**src/rtl/pipe_pkg.sv**
```systemverilog
// Shared pipeline types: datapath word, register address, load formats,
// IR field positions and the forward-bus payload.
package pipe_pkg;

    localparam int unsigned XLEN       = 32;
    localparam int unsigned NREGS      = 32;
    localparam int unsigned RA_W       = 5;
    localparam int unsigned F3_W       = 3;
    localparam int unsigned RD_LSB     = 7;
    localparam int unsigned FUNCT3_LSB = 12;

    typedef logic [XLEN-1:0] word_t;
    typedef logic [RA_W-1:0] regaddr_t;

    typedef enum logic [F3_W-1:0] {
        LD_B  = 3'b000,
        LD_H  = 3'b001,
        LD_W  = 3'b010,
        LD_BU = 3'b100,
        LD_HU = 3'b101
    } load_fmt_e;

    typedef struct packed {
        logic     en;
        regaddr_t rd;
        word_t    data;
    } fwd_t;

    // Extract and extend the addressed byte/half of a raw DMem word.
    // Misaligned halves use addr[1] only; word loads ignore the offset.
    function automatic word_t format_load(input logic [F3_W-1:0] f3,
                                          input logic [1:0]      off,
                                          input word_t           raw);
        logic [7:0]  b;
        logic [15:0] h;
        word_t       res;
        case (off)
            2'd0:    b = raw[7:0];
            2'd1:    b = raw[15:8];
            2'd2:    b = raw[23:16];
            default: b = raw[31:24];
        endcase
        h = off[1] ? raw[31:16] : raw[15:0];
        case (load_fmt_e'(f3))
            LD_B:    res = {{(XLEN-8){b[7]}}, b};
            LD_H:    res = {{(XLEN-16){h[15]}}, h};
            LD_BU:   res = {{(XLEN-8){1'b0}}, b};
            LD_HU:   res = {{(XLEN-16){1'b0}}, h};
            default: res = raw;
        endcase
        return res;
    endfunction

endpackage

```
**src/rtl/regfile_2r1w.sv**
```systemverilog
// Architectural register file: two combinational read ports, one write port,
// x0 hardwired to zero, same-cycle write-through bypass, synchronous clear.
module regfile_2r1w
    import pipe_pkg::*;
(
    input  logic                 clk,
    input  logic                 reset,
    input  logic                 we,
    input  logic [RA_W-1:0]      waddr,
    input  logic [XLEN-1:0]      wdata,
    input  logic [RA_W-1:0]      raddr1,
    input  logic [RA_W-1:0]      raddr2,
    output logic [XLEN-1:0]      rdata1,
    output logic [XLEN-1:0]      rdata2
);

    word_t regs [NREGS];

    logic wr_ok;
    assign wr_ok = we && (waddr != '0);

    // Reset wins over a coincident write.
    always_ff @(posedge clk) begin
        if (reset) begin
            for (int unsigned i = 0; i < NREGS; i++) begin
                regs[i] <= '0;
            end
        end else if (wr_ok) begin
            regs[waddr] <= wdata;
        end
    end

    always_comb begin
        rdata1 = '0;
        if (raddr1 != '0) begin
            if (wr_ok && (raddr1 == waddr)) begin
                rdata1 = wdata;
            end else begin
                rdata1 = regs[raddr1];
            end
        end
    end

    always_comb begin
        rdata2 = '0;
        if (raddr2 != '0) begin
            if (wr_ok && (raddr2 == waddr)) begin
                rdata2 = wdata;
            end else begin
                rdata2 = regs[raddr2];
            end
        end
    end

endmodule

```
**src/rtl/stage5_writeback.sv**
```systemverilog
// Writeback stage: load formatting, register file write, forward bus and
// retire pulse. Define WB_INSTRET_EN to add a 64-bit retired-instruction counter.
module stage5_writeback
    import pipe_pkg::*;
(
    input  logic            clk,
    input  logic            reset,
    input  logic            wb_valid,
    input  logic [31:0]     wb_ir,
    input  logic [XLEN-1:0] wb_alu,
    input  logic [XLEN-1:0] wb_rdata,
    input  logic            wb_load,
    input  logic            wb_regwr,
    input  logic [RA_W-1:0] rs1_addr,
    input  logic [RA_W-1:0] rs2_addr,
    output logic [XLEN-1:0] rs1_data,
    output logic [XLEN-1:0] rs2_data,
    output logic            wb_fwd_en,
    output logic [RA_W-1:0] wb_fwd_rd,
    output logic [XLEN-1:0] wb_fwd_data,
    output logic            retired
`ifdef WB_INSTRET_EN
    ,
    output logic [63:0]     instret
`endif
);

    regaddr_t         rd;
    logic [F3_W-1:0]  funct3;
    word_t            result;
    logic             we;
    fwd_t             fwd_q;

    assign rd     = wb_ir[RD_LSB +: RA_W];
    assign funct3 = wb_ir[FUNCT3_LSB +: F3_W];

    logic unused_ir;
    assign unused_ir = ^{wb_ir[31:FUNCT3_LSB+F3_W], wb_ir[RD_LSB-1:0]};

    always_comb begin
        result = wb_alu;
        if (wb_load) begin
            result = format_load(funct3, wb_alu[1:0], wb_rdata);
        end
    end

    assign we = wb_valid && wb_regwr && (rd != '0);

    regfile_2r1w u_regfile (
        .clk    (clk),
        .reset  (reset),
        .we     (we),
        .waddr  (rd),
        .wdata  (result),
        .raddr1 (rs1_addr),
        .raddr2 (rs2_addr),
        .rdata1 (rs1_data),
        .rdata2 (rs2_data)
    );

    // Forward bus carries zeros whenever nothing was written.
    always_ff @(posedge clk) begin
        if (reset) begin
            fwd_q   <= '0;
            retired <= 1'b0;
        end else begin
            fwd_q.en   <= we;
            fwd_q.rd   <= we ? rd : '0;
            fwd_q.data <= we ? result : '0;
            retired    <= wb_valid;
        end
    end

    assign wb_fwd_en   = fwd_q.en;
    assign wb_fwd_rd   = fwd_q.rd;
    assign wb_fwd_data = fwd_q.data;

`ifdef WB_INSTRET_EN
    always_ff @(posedge clk) begin
        if (reset) begin
            instret <= '0;
        end else if (wb_valid) begin
            instret <= instret + 64'd1;
        end
    end
`endif

endmodule
```
**config.mk**
```make
export PLATFORM = sky130hd
export DESIGN_NAME = stage5_writeback
export DESIGN_NICKNAME = d
export VERILOG_FILES = /design/src/rtl/pipe_pkg.sv /design/src/rtl/regfile_2r1w.sv /design/src/rtl/stage5_writeback.sv
export SDC_FILE = /design/constraint.sdc
export NUM_CORES = 2
export LEC_CHECK = 0
export BUFFER_PORTS_ARGS = -buffer_cell sky130_fd_sc_hd__buf_2
export CORE_MARGIN = 2
export CORE_UTILIZATION = 30
export CTS_CLUSTER_DIAMETER = 100
export DETAILED_ROUTE_END_ITERATION = 8
export SETUP_SLACK_MARGIN = 0.5
export SLEW_MARGIN = 20
export SYNTH_ARGS = -nofsm -noshare
export SYNTH_HDL_FRONTEND = slang
export SYNTH_SLANG_ARGS = --single-unit
```
**constraint.sdc**
```tcl
create_clock -name clk -period 7.5 [get_ports clk]
set_input_delay 0.375 -clock clk [delete_from_list [all_inputs] [get_ports clk]]
set_output_delay 0.375 -clock clk [all_outputs]
set_load 0.01 [all_outputs]
```
==> results.py <==
metrics = {
    "route": {
        "via_per_inst": 5.82,
        "avgRoutedWirePerCell_microns": 31.0,
        "wirelength_microns": 200000,
        "ant_nets": 0,
        "drc": 0,
        "drt_first_pass_iters": 6,
        "drt_iter0_markers": 5196,
        "vias": 37383,
    },
    "synthesis": {
        "syn_inst": 3887,
        "synth_top_area_cell": "edfxtp_1",
        "syn-cell-area_sq_um": 54900,
        "yosys.area.top_type_share_pct": 56.0,
        "ys_warn_count": 0,
        "synth_edf_count": 1024,
        "ys_types": 65,
        "ys_dominant_reg_cell": "edfxtp_1",
        "ys_seq_area_share_pct": 57.4,
        "avgSynthCellArea_sq_um": 14.1,
        "ys_top_cells_by_count": "nor2_1, edfxtp_1, mux4_2, clkbuf_1, buf_2",
        "synth.area.top_cells": "edfxtp_1, mux4_2, nor2_1",
        "yosysMostFrequentCell": "nor2_1",
        "postSynth.asyncResetShare_pct": 0,
        "synth_seq_cells": 1063,
    },
    "pwr": {
        "power.leakage_nw": 21.2,
        "power.density_nw_per_um2": 241,
        "ir_drop_mv": 0.217,
    },
    "placed_design": {
        "dp_hpwl_microns": 120000,
        "place_congestion": 0.885,
        "dp_cells": 6205,
        "placed_area_sq_um": 58300,
        "portBuffers": 189,
        "place_ws_ns": 2.68,
    },
    "clock_network": {
        "numCtsBuffers": 117,
        "postCtsSetupRepairBufs": 0,
        "cts_hold_buffers": 2,
        "cts_tree": "built",
        "clock-sinks": 1063,
        "cts.repair.resized": 0,
        "cts-root-buf": "clkbuf_16",
        "htreeDepth": 3,
        "clk_pin_slew_worst_paths_ns": 0.05,
        "clk_path_buf_depth": 3,
    },
    "sta": {
        "max_freq_mhz": 230,
        "slew_viol_final": 0,
        "setup_tns_ns": 0,
        "post-route-period-util_pct": 58.1,
        "rsz0062_at_grt": "false",
        "finalHoldViolCount": 0,
        "max-slew-margin-rel_pct": 21.7,
        "min_period_ns": 4.35,
        "setup_viol": 0,
        "fin_ws_ns": 3.15,
        "tightest_slew_ns": 1.17,
    },
    "grt": {
        "grt_max_degree": 87,
        "track_usage_pct": 21.0,
        "antenna_found_initial": 5,
        "grt_pass1_wl_microns": 280000,
        "grt_overflow": 0,
        "grt_pass1_vias": 37059,
    },
    "worst_setup_path": {
        "cp_common_cell": "nor3_1",
        "cp-start-kind": "input pin",
        "crit_required_ns": 7.12,
        "crit_fanout": 39,
        "path_cells": "buf_6, buf_4, nand2b_1, o22ai_1, nor3_1, nor3_1, a211oi_1, buf_2",
        "path_class": "input pin to primary output",
        "worst_setup_path_end_kind": "primary output",
        "cpMaxStageDelayCell": "nand2b_1",
        "worstPathArrival_ns": 3.98,
        "slowest_delay_ns": 0.75,
    },
    "die": {
        "start_util_pct": 30.1,
        "core_area_sq_um": 182000,
        "die_area_sq_um": 186000,
        "die_w_microns": 432,
        "pin_count": 214,
        "die_y_microns": 432,
        "placementRows": 157,
    },
    "cells_and_area": {
        "syn2layout_area_growth_pct": 13.6,
        "drive_gt1_share_pct": 28.0,
        "final_core_util_pct": 34.2,
        "multiInputGateArea_sq_um": 21600,
        "regArea_sq_um": 31500,
        "fin_area_sq_um": 62300,
        "fill_cells": 17505,
        "fin_nets": 4052,
        "fin_cells": 6428,
    },
    "worst_hold_path": {
        "hp-class": "input pin to register",
    },
    "run_status": {
        "status": "finished, final reports clean",
    },
    "run": {
        "maxCapViolations": 0,
    },
}
power breakdown:
part	internal, mW	leakage (nW)	switching, mW
clock network	3.51	1.97	2.58
logic	0.736	9.17	1.22
registers	6.81	10.1	0.154
layout by cell type (no fill, tap or decap), types with 39 or more instances in the layout:
cell type and count:
mux2i_1 124, nand2_1 79, nor2_1 1044, nor3_1 59, mux4_2 503, clkbuf_16 117
dfxtp_1 39, o22ai_1 95, edfxtp_1 1024, buf_4 134, buf_2 183, a211oi_1 70
per-stage QoR:
step | hold slack (ns) | power, mW
2_1_floorplan | 0.447 | 8.26
3_3_place_gp | 0.616 | 8.98
3_5_place_dp | 0.626 | 9.02
4_1_cts | 0.0441 | 15.0
5_1_grt | 0.0735 | 15.4
6_report | 0.0939 | 15.0
sequential cells by signal, indices dropped and copies added (netlist names):
name	count
retired	1
u_regfile.regs	1024
wb_fwd_data	32
wb_fwd_en	1
wb_fwd_rd	5
layout make-up:
class                      count  share of cell area, %
antenna                        2                0.00803
timing repair buffer         331                   3.44
sequential                  1063                   50.6
tap                         2385                   4.79
clock buffer                 146                   4.98
clock inverter                73                   1.50
multi-input combinational   2418                   34.6
inverter                      10                 0.0602
layer usage:
| layer | wire length, microns | share of wire (%) | up-vias | global-route usage, % |
|---|---|---|---|---|
| met5 | 20 | 0.010 | - | 0 |
| met2 | 93000 | 47 | 2617 | 33.2 |
| li1 | - | - | 15016 | - |
| met3 | 22300 | 11 | 492 | 4.42 |
| met1 | 70900 | 36 | 19256 | 26.7 |
| met4 | 13300 | 6.7 | 2 | 12.6 |
critical path, delay by kind of cell:
family | cells | cell delay [ns]
AND/OR/NAND/NOR | 3 | 1.48
buffers and inverters | 3 | 1.25
AO/OA/AOI/OAI | 2 | 0.73
path summary, 6_finish.rpt:
path / startpoint / depth (start not counted) / end / slack (ns)
worst max-delay path: rs1_addr[2] / 8 / rs1_data[28] / 3.15
worst min-delay path: wb_ir[9] / 2 / wb_fwd_rd[2] / 0.09
kinds of logic after synthesis:
logic type      count (synthesis)  share of synthesized area, %
mux                           629                          22.9
simple gates                 1403                          10.7
buf+inv                       437                          3.96
compound gates                344                          4.78
xor+xnor                       10                         0.160
other cells                     1                       0.00683
flops                        1063                          57.4
Note: power is estimated with default switching activity, not from simulation.
